### src/rtl/multdiv_stall_ctrl_pkg.sv
// Shared definitions for the multdiv stall controller.
// Holds the FSM state encoding, the register-index type and the r0 constant.
// These are used by the controller, its hazard comparator and the bus interface.
package multdiv_stall_ctrl_pkg;

    typedef logic [4:0] reg_idx_t;

    localparam reg_idx_t REG_ZERO = 5'd0;

    // Controller states: IDLE waits for a start, BUSY holds the pipeline
    // while the unit runs, DONE is the single write-back cycle.
    typedef enum logic [1:0] {
        ST_IDLE = 2'd0,
        ST_BUSY = 2'd1,
        ST_DONE = 2'd2
    } md_state_e;

endpackage

### src/rtl/multdiv_stall_ctrl_if.sv
// Pipeline <-> multdiv stall controller bus.
// master: the pipeline side. It drives the FD/DX decode fields, flush and the
//         multdiv unit handshake (md_rdy/md_exc), and receives the controls.
// slave : the controller. It receives decode/handshake and drives the
//         start pulses, freeze/bubble controls and the write-back select.
interface multdiv_stall_ctrl_if;
    import multdiv_stall_ctrl_pkg::*;

    reg_idx_t fd_rs;
    reg_idx_t fd_rt;
    logic     fd_uses_rt;
    reg_idx_t dx_rd;
    logic     dx_is_lw;
    logic     dx_is_mult;
    logic     dx_is_div;
    logic     flush;
    logic     md_rdy;
    logic     md_exc;

    logic     ctrl_mult;
    logic     ctrl_div;
    logic     stall_pc_fd;
    logic     stall_dx;
    logic     bubble_xm;
    logic     bubble_dx;
    logic     md_wb;
    reg_idx_t md_wb_rd;
    logic     md_err;
    logic     md_busy;

    modport master (
        output fd_rs, fd_rt, fd_uses_rt, dx_rd, dx_is_lw, dx_is_mult,
               dx_is_div, flush, md_rdy, md_exc,
        input  ctrl_mult, ctrl_div, stall_pc_fd, stall_dx, bubble_xm,
               bubble_dx, md_wb, md_wb_rd, md_err, md_busy
    );

    modport slave (
        input  fd_rs, fd_rt, fd_uses_rt, dx_rd, dx_is_lw, dx_is_mult,
               dx_is_div, flush, md_rdy, md_exc,
        output ctrl_mult, ctrl_div, stall_pc_fd, stall_dx, bubble_xm,
               bubble_dx, md_wb, md_wb_rd, md_err, md_busy
    );

endinterface

### src/rtl/multdiv_stall_ctrl_hazard_detect.sv
// Combinational load-use comparator.
// A lw in DX whose destination is read by the instruction in FD cannot be
// forwarded in time, so the consumer must wait one cycle.
// Ports:
//   fd_rs_i, fd_rt_i, fd_uses_rt_i : sources of the FD instruction
//   dx_rd_i, dx_is_lw_i            : destination/type of the DX instruction
//   load_use_o                     : hazard present (flush not considered here)
module multdiv_stall_ctrl_hazard_detect
    import multdiv_stall_ctrl_pkg::*;
(
    input  reg_idx_t fd_rs_i,
    input  reg_idx_t fd_rt_i,
    input  logic     fd_uses_rt_i,
    input  reg_idx_t dx_rd_i,
    input  logic     dx_is_lw_i,
    output logic     load_use_o
);

    logic rs_match;
    logic rt_match;

    assign rs_match = (dx_rd_i == fd_rs_i);
    assign rt_match = fd_uses_rt_i & (dx_rd_i == fd_rt_i);

    // r0 is hardwired to zero, so a lw targeting it never produces a hazard.
    assign load_use_o = dx_is_lw_i & (dx_rd_i != REG_ZERO) & (rs_match | rt_match);

endmodule

### src/rtl/multdiv_stall_ctrl.sv
// Multdiv sequencer and stall controller for the X stage.
// Starts the multicycle multiplier/divider when a mult/div reaches DX, freezes
// PC/FD/DX and bubbles XM while the unit runs, then selects the multdiv result
// into XM for one cycle. It also stalls on load-use hazards that forwarding
// cannot cover.
// Ports:
//   clock   : rising-edge clock
//   reset_n : asynchronous active-low reset; every output reads 0 while it is low
//   bus     : slave side of multdiv_stall_ctrl_if (decode fields, flush, unit
//             handshake in; start pulses, freeze/bubble controls, write-back
//             select, latched destination, error and busy out)
module multdiv_stall_ctrl #(
    parameter int TIMEOUT = 40,
    parameter int CNT_W   = 6
) (
    input  logic                 clock,
    input  logic                 reset_n,
    multdiv_stall_ctrl_if.slave  bus
);
    import multdiv_stall_ctrl_pkg::*;

    md_state_e        state_q, state_d;
    logic [CNT_W-1:0] cnt_q, cnt_d;
    reg_idx_t         rd_q, rd_d;
    logic             err_q, err_d;

    logic load_use;
    logic lu_eff;
    logic md_start;

    logic ctrl_mult_c;
    logic ctrl_div_c;
    logic stall_pc_fd_c;
    logic stall_dx_c;
    logic bubble_xm_c;
    logic bubble_dx_c;
    logic md_wb_c;
    logic md_err_c;

    multdiv_stall_ctrl_hazard_detect u_hazard (
        .fd_rs_i      (bus.fd_rs),
        .fd_rt_i      (bus.fd_rt),
        .fd_uses_rt_i (bus.fd_uses_rt),
        .dx_rd_i      (bus.dx_rd),
        .dx_is_lw_i   (bus.dx_is_lw),
        .load_use_o   (load_use)
    );

    // A flush squashes DX, so neither a pending start nor a load-use consumer
    // relationship survives it.
    assign md_start = (bus.dx_is_mult | bus.dx_is_div) & ~bus.flush;
    assign lu_eff   = load_use & ~bus.flush;

    always_ff @(posedge clock or negedge reset_n) begin
        if (!reset_n) begin
            state_q <= ST_IDLE;
            cnt_q   <= '0;
            rd_q    <= REG_ZERO;
            err_q   <= 1'b0;
        end else begin
            state_q <= state_d;
            cnt_q   <= cnt_d;
            rd_q    <= rd_d;
            err_q   <= err_d;
        end
    end

    always_comb begin
        state_d       = state_q;
        cnt_d         = cnt_q;
        rd_d          = rd_q;
        err_d         = err_q;
        ctrl_mult_c   = 1'b0;
        ctrl_div_c    = 1'b0;
        stall_pc_fd_c = 1'b0;
        stall_dx_c    = 1'b0;
        bubble_xm_c   = 1'b0;
        bubble_dx_c   = 1'b0;
        md_wb_c       = 1'b0;
        md_err_c      = 1'b0;

        case (state_q)
            ST_IDLE: begin
                if (md_start) begin
                    // Mult takes priority if decode ever flags both.
                    ctrl_mult_c   = bus.dx_is_mult;
                    ctrl_div_c    = bus.dx_is_div & ~bus.dx_is_mult;
                    stall_pc_fd_c = 1'b1;
                    stall_dx_c    = 1'b1;
                    bubble_xm_c   = 1'b1;
                    rd_d          = bus.dx_rd;
                    cnt_d         = '0;
                    err_d         = 1'b0;
                    state_d       = ST_BUSY;
                end else if (lu_eff) begin
                    stall_pc_fd_c = 1'b1;
                    bubble_dx_c   = 1'b1;
                end
            end

            ST_BUSY: begin
                stall_pc_fd_c = 1'b1;
                stall_dx_c    = 1'b1;
                bubble_xm_c   = 1'b1;
                cnt_d         = cnt_q + CNT_W'(1);
                // A result arriving on the timeout cycle still counts as a
                // normal completion, so md_rdy is tested first.
                if (bus.md_rdy) begin
                    err_d   = bus.md_exc;
                    state_d = ST_DONE;
                end else if (cnt_q == CNT_W'(TIMEOUT - 1)) begin
                    err_d   = 1'b1;
                    state_d = ST_DONE;
                end
            end

            ST_DONE: begin
                // The md instruction moves DX->XM now; the DX slot is refilled
                // with a nop while FD waits only if a load-use also holds.
                md_wb_c       = 1'b1;
                md_err_c      = err_q;
                bubble_dx_c   = 1'b1;
                stall_pc_fd_c = lu_eff;
                state_d       = ST_IDLE;
            end

            default: begin
                state_d = ST_IDLE;
            end
        endcase
    end

    // Combinational controls are forced low while reset is held so the
    // pipeline sees a quiet controller even with live decode inputs.
    assign bus.ctrl_mult   = ctrl_mult_c   & reset_n;
    assign bus.ctrl_div    = ctrl_div_c    & reset_n;
    assign bus.stall_pc_fd = stall_pc_fd_c & reset_n;
    assign bus.stall_dx    = stall_dx_c    & reset_n;
    assign bus.bubble_xm   = bubble_xm_c   & reset_n;
    assign bus.bubble_dx   = bubble_dx_c   & reset_n;
    assign bus.md_wb       = md_wb_c       & reset_n;
    assign bus.md_err      = md_err_c      & reset_n;
    assign bus.md_wb_rd    = rd_q;
    assign bus.md_busy     = (state_q != ST_IDLE) & reset_n;

endmodule

### src/flat_wrapper.sv
// flat-port wrapper written by rule: the top's interface ports become plain ports
module multdiv_stall_ctrl_flat import multdiv_stall_ctrl_pkg::*;
#(
    parameter int TIMEOUT = 40,
    parameter int CNT_W   = 6
)
  (clock, reset_n, bus_fd_rs, bus_fd_rt, bus_fd_uses_rt, bus_dx_rd, bus_dx_is_lw, bus_dx_is_mult, bus_dx_is_div, bus_flush, bus_md_rdy, bus_md_exc, bus_ctrl_mult, bus_ctrl_div, bus_stall_pc_fd, bus_stall_dx, bus_bubble_xm, bus_bubble_dx, bus_md_wb, bus_md_wb_rd, bus_md_err, bus_md_busy);
  multdiv_stall_ctrl_if bus_i ();
  input  logic clock;
  input  logic reset_n;
  input wire logic [$bits(bus_i.fd_rs)-1:0] bus_fd_rs;
  input wire logic [$bits(bus_i.fd_rt)-1:0] bus_fd_rt;
  input wire logic [$bits(bus_i.fd_uses_rt)-1:0] bus_fd_uses_rt;
  input wire logic [$bits(bus_i.dx_rd)-1:0] bus_dx_rd;
  input wire logic [$bits(bus_i.dx_is_lw)-1:0] bus_dx_is_lw;
  input wire logic [$bits(bus_i.dx_is_mult)-1:0] bus_dx_is_mult;
  input wire logic [$bits(bus_i.dx_is_div)-1:0] bus_dx_is_div;
  input wire logic [$bits(bus_i.flush)-1:0] bus_flush;
  input wire logic [$bits(bus_i.md_rdy)-1:0] bus_md_rdy;
  input wire logic [$bits(bus_i.md_exc)-1:0] bus_md_exc;
  output wire logic [$bits(bus_i.ctrl_mult)-1:0] bus_ctrl_mult;
  output wire logic [$bits(bus_i.ctrl_div)-1:0] bus_ctrl_div;
  output wire logic [$bits(bus_i.stall_pc_fd)-1:0] bus_stall_pc_fd;
  output wire logic [$bits(bus_i.stall_dx)-1:0] bus_stall_dx;
  output wire logic [$bits(bus_i.bubble_xm)-1:0] bus_bubble_xm;
  output wire logic [$bits(bus_i.bubble_dx)-1:0] bus_bubble_dx;
  output wire logic [$bits(bus_i.md_wb)-1:0] bus_md_wb;
  output wire logic [$bits(bus_i.md_wb_rd)-1:0] bus_md_wb_rd;
  output wire logic [$bits(bus_i.md_err)-1:0] bus_md_err;
  output wire logic [$bits(bus_i.md_busy)-1:0] bus_md_busy;
  assign bus_i.fd_rs = bus_fd_rs;
  assign bus_i.fd_rt = bus_fd_rt;
  assign bus_i.fd_uses_rt = bus_fd_uses_rt;
  assign bus_i.dx_rd = bus_dx_rd;
  assign bus_i.dx_is_lw = bus_dx_is_lw;
  assign bus_i.dx_is_mult = bus_dx_is_mult;
  assign bus_i.dx_is_div = bus_dx_is_div;
  assign bus_i.flush = bus_flush;
  assign bus_i.md_rdy = bus_md_rdy;
  assign bus_i.md_exc = bus_md_exc;
  assign bus_ctrl_mult = bus_i.ctrl_mult;
  assign bus_ctrl_div = bus_i.ctrl_div;
  assign bus_stall_pc_fd = bus_i.stall_pc_fd;
  assign bus_stall_dx = bus_i.stall_dx;
  assign bus_bubble_xm = bus_i.bubble_xm;
  assign bus_bubble_dx = bus_i.bubble_dx;
  assign bus_md_wb = bus_i.md_wb;
  assign bus_md_wb_rd = bus_i.md_wb_rd;
  assign bus_md_err = bus_i.md_err;
  assign bus_md_busy = bus_i.md_busy;
  multdiv_stall_ctrl #(.TIMEOUT(TIMEOUT), .CNT_W(CNT_W)) u_core (.clock(clock), .reset_n(reset_n), .bus(bus_i));
endmodule
### config.mk
export PLATFORM = sky130hd
export DESIGN_NAME = multdiv_stall_ctrl_flat
export DESIGN_NICKNAME = d
export VERILOG_FILES = /design/src/rtl/multdiv_stall_ctrl_pkg.sv /design/src/rtl/multdiv_stall_ctrl_if.sv /design/src/rtl/multdiv_stall_ctrl_hazard_detect.sv /design/src/rtl/multdiv_stall_ctrl.sv /design/src/flat_wrapper.sv
export SDC_FILE = /design/constraint.sdc
export NUM_CORES = 1
export LEC_CHECK = 0
export ABC_AREA = 1
export CAP_MARGIN = 20
export CORE_ASPECT_RATIO = 0.75
export CORE_MARGIN = 4
export CORE_UTILIZATION = 40
export CTS_BUF_LIST = sky130_fd_sc_hd__clkbuf_2
export CTS_CLUSTER_DIAMETER = 100
export DETAILED_ROUTE_END_ITERATION = 7
export PLACE_DENSITY_LB_ADDON = 0.25
export RECOVER_POWER = 25
export SLEW_MARGIN = 40
export SYNTH_ARGS = -nofsm -noshare
export SYNTH_HDL_FRONTEND = slang
export SYNTH_HIERARCHICAL = 1
export SYNTH_SLANG_ARGS = --single-unit
### constraint.sdc
create_clock -name clock -period 4.46 [get_ports clock]
set_clock_uncertainty 0.05 [all_clocks]
set_input_delay 1.338 -clock clock [delete_from_list [all_inputs] [get_ports clock]]
set_output_delay 1.338 -clock clock [all_outputs]
set_load 0.05 [all_outputs]
# After elaboration in Yosys (flattened, before gate mapping)
# Index checks and enable logic that the tools add are counted.
[word_totals]
regBits = 14
in_bits = 24
output_inout_bits = 14
wordCells = 61
[op_classes]
addsub = 1
eq_ne = 7
muxes = 23
bitwise_logic = 18
reduce_logical = 8
[ops]
columns = ["cell", "count"]
rows = [
  ["AND 1 bit", 14],
  ["two-way mux 1 bit", 13],
  ["one-hot mux 6 bit (2 select lines)", 1],
  ["== test 5 bit", 2],
  ["adder 6 x 1 -> 6 bit, second input constant", 1],
  ["== test 6 bit, second input constant", 1],
  ["two-way mux 2 bit", 3],
  ["two-way mux 6 bit", 1],
  ["one-hot mux 1 bit (2 select lines)", 3],
  ["AND reduction 2 bit", 3],
  ["nonzero test 5 bit", 1],
  ["one-hot mux 2 bit (2 select lines)", 1],
  ["nonzero test 2 bit", 2],
  ["!= test 3 x 2 -> 1 bit, second input constant", 1],
  ["one-hot mux 1 bit (3 select lines)", 1],
  ["AND reduction 3 bit", 1],
  ["== test 2 x 1 -> 1 bit, second input constant", 1],
  ["== test 2 bit, second input constant", 1],
  ["zero test 2 bit", 1],
  ["!= test 2 x 1 -> 1 bit, second input constant", 1],
  ["inverter 1 bit", 2],
  ["OR 1 bit", 2],
]

# Longest topological paths before layout
# Gate-level depths: netlist (run 1).
[depth]
word_depth = 9
mapped_depth = 9
mapped_depth_nobuf = 9

# Cells and area by module
# The synthesis (run 1) kept the hierarchy.
[by_module_without_submodules]
columns = ["module", "instances", "cells_per_inst", "area_per_inst_um2", "seq_area_each_um2"]
rows = [
  ["multdiv_stall_ctrl", 1, 93, 742.0, 350.3],
  ["multdiv_stall_ctrl_hazard_detect", 1, 52, 206.4, 0.0],
]

# Worst setup path before layout (run 1)
# No wires, ideal clock.
[synth_timing]
path_kind = "input-to-output"
startpoint = "in bus_dx_is_div"
endpoint = "out bus_stall_dx"
t_arrival_ns = 2.740
required_time_ns = 3.072
setup_slack_ns = 0.332
cell_stages = 7
n_path_buf = 1
cell_sequence = "inv_1 -> nand2_1 -> nand3_2 -> nand2_1 -> inv_2 -> nor2_1 -> buf_4"
[synth_between]
elab_chain_cells = 5
[synth_lines]
columns = ["item", "line", "rtl"]
rows = [
  ["start: declaration", "flat_wrapper.sv:17", "input wire logic [$bits(bus_i.dx_is_div)-1:0] bus_dx_is_div;"],
  ["OR 1 bit", "multdiv_stall_ctrl.sv:51", "assign md_start = (bus.dx_is_mult | bus.dx_is_div) & ~bus.flush;"],
  ["AND 1 bit", "multdiv_stall_ctrl.sv:51", ""],
  ["two-way mux 1 bit", "n/a", ""],
  ["one-hot mux 1 bit (2 select lines)", "n/a", ""],
  ["AND 1 bit", "n/a", ""],
  ["end: declaration", "flat_wrapper.sv:24", "output wire logic [$bits(bus_i.stall_dx)-1:0] bus_stall_dx;"],
]
# Every way passes these cells.

# Final worst setup path (run 1)
[layout_timing]
startpoint = "in bus_dx_rd[0]"
endpoint = "out bus_bubble_dx"
[layout_between]
elab_chain_cells = 9
elab_cells_between_ends = 12
cone_classes = "eq/ne: 2; mux: 3; bitwise: 6; reduce/logical: 1"
[layout_lines]
columns = ["item", "line", "rtl"]
rows = [
  ["start: declaration", "flat_wrapper.sv:14", "input wire logic [$bits(bus_i.dx_rd)-1:0] bus_dx_rd;"],
  ["== test 5 bit", "multdiv_stall_ctrl_hazard_detect.sv:23", "assign rt_match = fd_uses_rt_i & (dx_rd_i == fd_rt_i);"],
  ["AND 1 bit", "multdiv_stall_ctrl_hazard_detect.sv:23", ""],
  ["OR 1 bit", "multdiv_stall_ctrl_hazard_detect.sv:26", "assign load_use_o = dx_is_lw_i & (dx_rd_i != REG_ZERO) & (rs_match | rt_match);"],
  ["AND 1 bit (*)", "multdiv_stall_ctrl_hazard_detect.sv:26", ""],
  ["via u_core.load_use", "multdiv_stall_ctrl.sv:27", "logic load_use;"],
  ["AND 1 bit (*)", "multdiv_stall_ctrl.sv:52", "assign lu_eff = load_use & ~bus.flush;"],
  ["two-way mux 1 bit (*)", "multdiv_stall_ctrl.sv:95", "end else if (lu_eff) begin"],
  ["two-way mux 1 bit (*)", "multdiv_stall_ctrl.sv:84", "if (md_start) begin"],
  ["one-hot mux 1 bit (2 select lines) (*)", "multdiv_stall_ctrl.sv:82", "case (state_q)"],
  ["AND 1 bit (*)", "multdiv_stall_ctrl.sv:140", "assign bus.bubble_dx = bubble_dx_c & reset_n;"],
  ["end: declaration", "flat_wrapper.sv:26", "output wire logic [$bits(bus_i.bubble_dx)-1:0] bus_bubble_dx;"],
]
# Mark *: on every way through the listed nets, which the timed path passes. The rest lies on a longest branch.

==> results.md, run 1 <==
- Crit path launch type: input pin
- Rel. slew slack: 0.520
- Critical Path Sink Type: output pin
- Dpl cell area: 1450 µm²
- Num ports: 38
- Cell count after synthesis: 145
- Yosys cell types: 25
- Fin area: roughly 1500 µm²
- Worst Tran Pin Value: 0.720 ns
- Worst-skew pair later-pin latency: around 0.27 ns
- Slowest cell on the critical path: clkdlybuf4s50_1
- H-tree levels: 1
- GPL Wtd Cong: 0.790
- Clock sink total: 14
- Largest net degree at the start of global routing: 15
- Setup bufs post-CTS: 0
- Vias: 1014
- CTS buffer count: 3
- Pwr Total: 0.542 mW
- Die height: 50.2 µm
- Synth Net Count: 170
- Place WS: 0.0767 ns
- Post-synth design cell area: 948 µm²
- Fin Setup TNS: 0 ns
- Share of cells above drive strength 1: 0.151
- Crit path required time: 3.07 ns
- Final period utilization: 0.971
- Area Overhead vs Synth: 56.7%
- Crit-path max FO: 6
- Starting Density: 0.447
- Row count: 14
- Most common cell on crit path: nor2_1
- Fill count: roughly 190
- Die area: 3220 µm²
- TritonRoute pass-1 iters: 5
- Worst Hold Class: flip-flop to flip-flop
- Final setup margin: 0.129 ns
- GRT overflow: 0
- Most frequent cells in the layout: nand2_1 (55), clkdlybuf4s50_1 (23), inv_1 (21)
- Clock tree root buffer cell: clkbuf_2
- Syn_area_per_cell: ~6.5 µm²
- Fraction of registers with async set/reset: 1.00
- Post-synth EDFFs: 0
- Total track usage: 0.158
- Die Wd: 64.2 µm
- Port bufs: 37
- Buf/Inv on CP: 3
- Max VDD drop: 0.225 mV
- Slew Viols, Final: 0
- Initial antenna violation count: 0
- CTS max path bufs: 2
- Crit Path Category: input pin to output pin
- Worst-path clk slew: 0.11 ns
- CP Cell Sequence: clkdlybuf4s50_1 -> nand2_1 -> inv_1 -> nor2_1 -> nor2_1 -> nand3_1 -> a21oi_2 -> nand3_2 -> nor3_2 -> or2_4 -> buf_12
- TritonCTS clock tree: done
- DR WL/cell: 11.2 µm
- Most common flop cell mapped by yosys: dfrtp_1
- CP top delay family: buffers and inverters
- Vias per cell: 4.65
- # DRC: 0
- Crit path DAT: between 2 and 3 ns
- Dpl hpwl: 2020 µm
- Most common cell after layout, fill and taps aside: nand2_1
- DRT Wirelength: 2440 µm
- Final hold vios: 0
- Crit path time final: 4.33 ns
- Register bit total from synthesis: 14
- First-pass GRT wire length: 4070 µm
- Sequential area share after synthesis: 0.369
- Routed Antenna Nets: 0
- # diodes: 0
- Max incr delay on CP: 0.58 ns
- Total leakage power: 0.801 nW
- YS warnings: 6
- Fmax: around 230 MHz
- Hold_buf cts: 0
- Max_cap viols: 0
- Vias in the first global route: approximately 930
- Fin nets: 212
- Initial drt markers: 30
- Pwr per Cell Area: between 300 and 400 nW/µm²
- Status: finished, final reports clean
- Setup Viol. Count Final: 0
- Core Region: about 2100 µm²
[per-layer routing]
layer,vias up,share of wire,track usage
li1,527,-,-
met1,452,0.44,0.204
met2,33,0.48,0.269
met3,2,0.081,0.0513
met4,0,0.0016,0.0175
met5,-,0,0
[cell usage after synthesis, types with 2 or more instances]
| cell | n | share of area |
|---|---|---|
| dfrtp_1 | 14 | 0.37 |
| o21ai_0 | 3 | 0.016 |
| nand3_1 | 10 | 0.053 |
| nor3_1 | 2 | 0.011 |
| a21oi_1 | 3 | 0.016 |
| nor2_1 | 17 | 0.067 |
| inv_1 | 21 | 0.083 |
| inv_2 | 4 | 0.016 |
| nand2_1 | 55 | 0.22 |
[state kept, by name, indices dropped and copies added (netlist names)]
name / flops
u_core/bus.md_wb_rd: 5
u_core/cnt_q: 6
u_core/err_q: 1
u_core/state_q: 2
[what timing repair did]
item	CTS	global route
setup endpoints to repair	0	2
hold endpoints to repair	0	0
gates resized for setup	0	9
[final cells by class]
cell class / instances / area, µm² / area share
Clock buffer: 3 / 15.0 / 0.0101
Sequential cell: 14 / 350 / 0.236
Inverter: 26 / 103 / 0.0690
Clock inverter: 1 / 3.75 / 0.00253
Timing Repair Buffer: 39 / 482 / 0.324
Multi-Input combinational cell: 103 / 493 / 0.332
Tap cell: 32 / 40.0 / 0.0269
[power breakdown]
part	internal, mW	switching, mW	total, mW
Sequential	0.163	0.0274	0.191
Clock	0.0195	0.0377	0.0572
Combinational	0.115	0.179	0.294
Total	0.298	0.244	0.542
[worst reg2reg max path: cells and delay by family (launching register included)]
kind / cells / cell delay, ns
buf+inv: 2 / 0.23
flops: 1 / 0.45
simple gates: 5 / 0.45
[worst paths after layout]
check                                        from                      to  slack (ns)  cells past startpoint
max                                  bus_dx_rd[0]           bus_bubble_dx        0.13                     11
min                        u_core/bus.md_wb_rd[2]  u_core/bus.md_wb_rd[2]        0.45                      2
max reg2reg                     u_core/state_q[1]         u_core/cnt_q[5]        3.18                      7
min reg2reg                u_core/bus.md_wb_rd[2]  u_core/bus.md_wb_rd[2]        0.45                      2
max in group asynchronous                 reset_n  u_core/bus.md_wb_rd[3]        2.27                      2
min in group asynchronous                 reset_n       u_core/state_q[1]        1.62                      2
[stage by stage]
step	util	instances	hold slack [ns]
final	0.701	218	0.445
after global routing	0.701	218	0.477
after CTS	0.691	218	0.454
after detailed placement	0.682	214	0.418
after global placement	0.682	214	0.421
after floorplan	-	145	0.418
[kinds of logic after synthesis]
logic type,after synthesis,share of synthesized area
flops,14,0.369
fa+ha+maj,1,0.0132
compound gates,9,0.0528
simple gates,92,0.427
buf+inv,28,0.128
xor+xnor,1,0.00924
Power figures use the tool's default switching activity.
==> run 2: changes to the inputs <==
- CORE_MARGIN: 4 -> 3
- CORE_UTILIZATION: 40 -> 48
==> results.md, run 2 (synthesized netlist as in run 1, its figures left out) <==
- CP top delay family: simple AND/OR/NAND/NOR gates
- Vias in the first global route: 891 (-3.8%)
- Max incr delay on CP: 0.52 ns (-0.06 ns)
- Clk pwr share: 0.103 (-0.002)
- Crit Path Category: input pin to output pin
- Slowest cell on the critical path: clkdlybuf4s50_1
- Max VDD drop: 0.273 mV (+22%)
- Pwr per Cell Area: 372 nW/µm² (+1.9%)
- Max_cap viols: 0 (unchanged)
- Fin area: 1460 µm² (-1.9%)
- Clock tree root buffer cell: clkbuf_2
- Part of the power in registers: 0.356 (+0.004)
- Worst Hold Class: flip-flop to flip-flop
- Num ports: 38 (unchanged)
- Total leakage power: 0.783 nW (-2.3%)
- Fill count: 126 (-34%)
- Most frequent cells in the layout: nand2_1 (55), clkdlybuf4s50_1 (25), inv_1 (21)
- Starting Density: 0.525 (+0.0778)
- H-tree levels: 1 (unchanged)
- Clock sink total: 14 (unchanged)
- Die Wd: 57.3 µm (-11%)
- Row count: 13 (-1)
- Crit path launch type: input pin
- Dpl hpwl: 2050 µm (+1.3%)
- # diodes: 0 (unchanged)
- Crit path DAT: 3.06 ns (+0.12 ns)
- Buf/Inv on CP: 3 (unchanged)
- Initial drt markers: 32 (+6.7%)
- CP Cell Sequence: clkdlybuf4s50_1 -> inv_1 -> nand2_1 -> nand2_1 -> nor2_2 -> nand3_1 -> a21oi_1 -> nand3_1 -> nor3_2 -> or2_2 -> buf_12
- Worst-skew pair later-pin latency: 0.27 ns (about the same)
- Hold WS: 0.468 ns (+0.0232 ns)
- Sw Ratio: 0.452 (+0.00141)
- First-pass GRT wire length: 3910 µm (-4.1%)
- Final hold vios: 0 (unchanged)
- Most flops, register: u_core/cnt_q
- GPL Wtd Cong: 0.783 (-0.89%)
- # DRC: 0 (unchanged)
- Dpl cell area: 1430 µm² (-0.87%)
- Vias: 1026 (+1.2%)
- Worst-path clk slew: 0.11 ns (about the same)
- TritonRoute pass-1 iters: 4 (-1)
- Comb pwr share: 0.541 (-0.002)
- Internal power: 0.297 mW (-0.26%)
- CTS buffer count: 3 (unchanged)
- Crit-path max FO: 4 (-2)
- Area Overhead vs Synth: 53.8%
- Fmax: 225 MHz (-2.6%)
- Core Region: 1810 µm² (-15%)
- Crit path time final: 4.44 ns (+0.113 ns)
- Crit path required time: 3.07 ns (about the same)
- Worst Tran Pin Value: 0.709 ns (-0.0108 ns)
- Port bufs: 37 (unchanged)
- Die height: 44.5 µm (-11%)
- Most common cell after layout, fill and taps aside: nand2_1
- Sw Pwr: 0.245 mW (+0.31%)
- Critical Path Sink Type: output pin
- Fin nets: 212 (unchanged)
- Die area: 2550 µm² (-21%)
- Initial antenna violation count: 0 (unchanged)
- Slew Viols, Final: 0 (unchanged)
- Status: finished, final reports clean
- Total track usage: 0.200 (+0.0420)
- DR WL/cell: 11.9 µm (+6.3%)
- Vias per cell: 4.96 (+6.6%)
- Routed Antenna Nets: 0 (unchanged)
- Share of cells above drive strength 1: 0.151 (+0.000814)
- Hold_buf cts: 0 (unchanged)
- Largest net degree at the start of global routing: 15 (unchanged)
- Setup Viol. Count Final: 0 (unchanged)
- Max reg flops: 6 (unchanged)
- Final period utilization: 0.996 (+0.0254)
- DRT Wirelength: 2470 µm (+0.98%)
- Rel. slew slack: 0.527 (+0.00720)
- CTS max path bufs: 2 (unchanged)
- TritonCTS clock tree: done
- GRT overflow: 0 (unchanged)
-- run 2: changes by cell type in the layout (fill, tap and decap cells not counted), sizes merged --
cell / before / now
dlymetal6s2s: 4 / 2
clkdlybuf4s50: 23 / 25
clkinv: 2 / 1
-- run 2: worst paths after layout --
check,start,slack (ns),end,depth (start not counted)
setup / recovery,bus_dx_rd[2],0.02,bus_bubble_dx,11
hold / removal,u_core/bus.md_wb_rd[4],0.47,u_core/bus.md_wb_rd[4],2
setup reg to reg,u_core/state_q[1],3.22,u_core/cnt_q[5],7
hold reg to reg,u_core/bus.md_wb_rd[4],0.47,u_core/bus.md_wb_rd[4],2
max in group asynchronous,reset_n,2.33,u_core/cnt_q[4],2
min in group asynchronous,reset_n,1.59,u_core/cnt_q[2],2
-- run 2: worst reg2reg max path, delay by kind of cell (launching register included) --
| kind | cells | cell delay [ns] |
|---|---|---|
| flip-flops | 1 | 0.44 |
| AND/OR/NAND/NOR | 5 | 0.43 |
| buffers and inverters | 2 | 0.24 |
-- run 2: per-layer routing --
layer  vias up  wire [µm]  global-route usage
met5         -          0                   0
met4         0         10              0.0278
met3         2        165              0.0437
met2        39       1250               0.367
met1       462       1040               0.250
li1        523          -                   -
-- run 2: through the flow --
stage / power (mW) / utilization / setup WS, ns / setup TNS (ns) / instances
2_1_floorplan: 0.369 / - / 0.332 / 0 / 145
3_3_place_gp: 0.478 / 0.793 / 0.110 / 0 / 204
3_5_place_dp: 0.489 / 0.793 / 0.0388 / 0 / 204
4_1_cts: 0.544 / 0.802 / 0.0298 / 0 / 207
5_1_grt: 0.573 / 0.808 / -0.0685 / -0.0902 / 207
6_report: 0.542 / 0.808 / 0.0158 / 0 / 207
-- run 2: layout make-up --
cell class                 count  area, µm²  area share
multi-input combinational    103        487       0.334
timing repair buffer          39        477       0.327
sequential                    14        350       0.240
inverter                      26        103      0.0703
tap                           22       27.5      0.0189
clock buffer                   3       15.0      0.0103
-- run 2: power groups by stage --
stage	logic [mW]	clock network (mW)	registers (mW)
2_1_floorplan	0.126	0	0.242
3_3_place_gp	0.286	0	0.192
3_5_place_dp	0.294	0	0.195
4_1_cts	0.294	0.0565	0.193
5_1_grt	0.314	0.0615	0.198
6_report	0.293	0.0558	0.193
-- run 2: what timing repair did --
action                     in CTS  in global routing
gates resized for setup         0                  5
setup buffers                   0                  0
setup endpoints to repair       0                  2
==> patch (config.mk and constraints of run 1) <==
`CNT_W` is set to 6 in 2 places; all go to 12.
--- a/src/rtl/multdiv_stall_ctrl.sv
+++ b/src/rtl/multdiv_stall_ctrl.sv
@@ -12,5 +12,5 @@
 module multdiv_stall_ctrl #(
     parameter int TIMEOUT = 40,
-    parameter int CNT_W   = 6
+    parameter int CNT_W   = 12
 ) (
     input  logic                 clock,
--- a/src/flat_wrapper.sv
+++ b/src/flat_wrapper.sv
@@ -3,5 +3,5 @@
 #(
     parameter int TIMEOUT = 40,
-    parameter int CNT_W   = 6
+    parameter int CNT_W   = 12
 )
   (clock, reset_n, bus_fd_rs, bus_fd_rt, bus_fd_uses_rt, bus_dx_rd, bus_dx_is_lw, bus_dx_is_mult, bus_dx_is_div, bus_flush, bus_md_rdy, bus_md_exc, bus_ctrl_mult, bus_ctrl_div, bus_stall_pc_fd, bus_stall_dx, bus_bubble_xm, bus_bubble_dx, bus_md_wb, bus_md_wb_rd, bus_md_err, bus_md_busy);
Check against the original RTL: same outputs for any inputs over 10 cycles, from zero or initial values and one cycle with reset_n low; that may be too few to reach the edited logic, so the function may still have changed.
==> patch against run 1 <==
  * Via count is 30% higher
  * Maximum frequency is 1.5% higher
  * Combinational power is 9.2% higher
  * Final area is 25% higher
  * Wire length is 27% higher
  * Power is 17% higher
  * Sequential cell count is 6 higher
  * Setup slack better by 0.062 ns
  * Register-to-register slack worse by 0.17 ns
  * Synthesized area is 38% higher
  * Critical path type unchanged
  * Largest power group unchanged
==> patch: results (changes against run 1) <==
Status:
- Run status: finished clean (unchanged).

Worst setup path:
- The arrival time of data at the critical path endpoint is 2.88 ns (was 2.94 ns).
- The delay contributed by the slowest stage of the critical path is 0.56 ns (was 0.58 ns).
- The launching instance or port of the critical path is bus_dx_rd[4] (was bus_dx_rd[0]).
- The minimum setup slack among reg-to-reg paths is 3.01 ns (was 3.18 ns).

Placed design:
- The total placed instance area is 1820 sq um (was 1450 sq um).
- The worst slack at placement is 0.0352 ns (was 0.0767 ns).
- The detailed placer's ending HPWL is 2.50 mm (was 2.02 mm).

Cells and area:
- The number of nets in the finished design was 262 (was 212).
- The filler cell count is 287 (was 192).

Route:
- The detailed route wirelength on metal2 is 1.30 mm (was 1.17 mm).
- The detailed-routed wire length on met3 is 214 microns (was 197 microns).
- The detailed-router iteration count before antenna repair is 4 (was 5).
- The average wire length per cell after detail routing is 11.4 microns (was 11.2 microns).
- The routed length on met1 is 1.58 mm (was 1.07 mm).

Yosys:
- Main area contributors after synthesis: dfrtp_1 38%, nand2_1 18%, inv_1 8.9%, nor2_1 5.7%, o21ai_0 5.3% (was dfrtp_1 37%, nand2_1 22%, inv_1 8.3%, nor2_1 6.7%, nand3_1 5.3%).
- The number of cells produced by synthesis is 195 (was 145).

GRT:
- The global-route wire length before repair is 5.31 mm (was 4.07 mm).
- The maximum number of pins on one net before global-route repair is 22 (was 15).
- The overall global routing resource usage was 16.0% (was 15.8%).

Clock network:
- The clock latency of the later-clocked register in the worst-skew pair is 0.31 ns (was 0.27 ns).

Power and ir drop:
- The internal power contribution is 0.000357 W (was 0.000298 W).
- The proportion of power drawn by flip-flops and latches is 38.2% (was 35.2%).
- The part of the total power dissipated in combinational logic is 50.7% (was 54.3%).
- The total net switching power is 0.000277 W (was 0.000244 W).

Hold path:
- The startpoint of the most critical hold path is u_core/bus.md_wb_rd[0] (was u_core/bus.md_wb_rd[2]).

Timing:
- The worst hold slack after final layout came to 0.441 ns (was 0.445 ns).
==> patch: changes by cell type after synthesis, sizes merged, moves of 2 or more <==
cell / before / now
nand4: 1 / 3
dfrtp: 14 / 20
nand3: 11 / 13
o21ai: 4 / 16
nand2: 56 / 62
nor2: 19 / 25
inv: 25 / 37
a21oi: 4 / 6
==> patch: layout make-up <==
type	count	area [sq um]	area share (%)
timing repair buffer	38	478	25.8
clock buffer	3	15.0	0.809
multi-input combinational	137	671	36.1
inverter	37	144	7.75
tap	38	47.5	2.56
sequential	20	500	27.0
==> patch: cells by family after synthesis <==
kind of cell / Yosys count / synth area share, %
AO/OA/AOI/OAI: 27 / 11.9
XOR/XNOR: 1 / 0.668
buffers and inverters: 38 / 11.5
flip-flops: 20 / 38.2
AND/OR/NAND/NOR: 108 / 36.7
adder cells (fa/ha/maj): 1 / 0.954
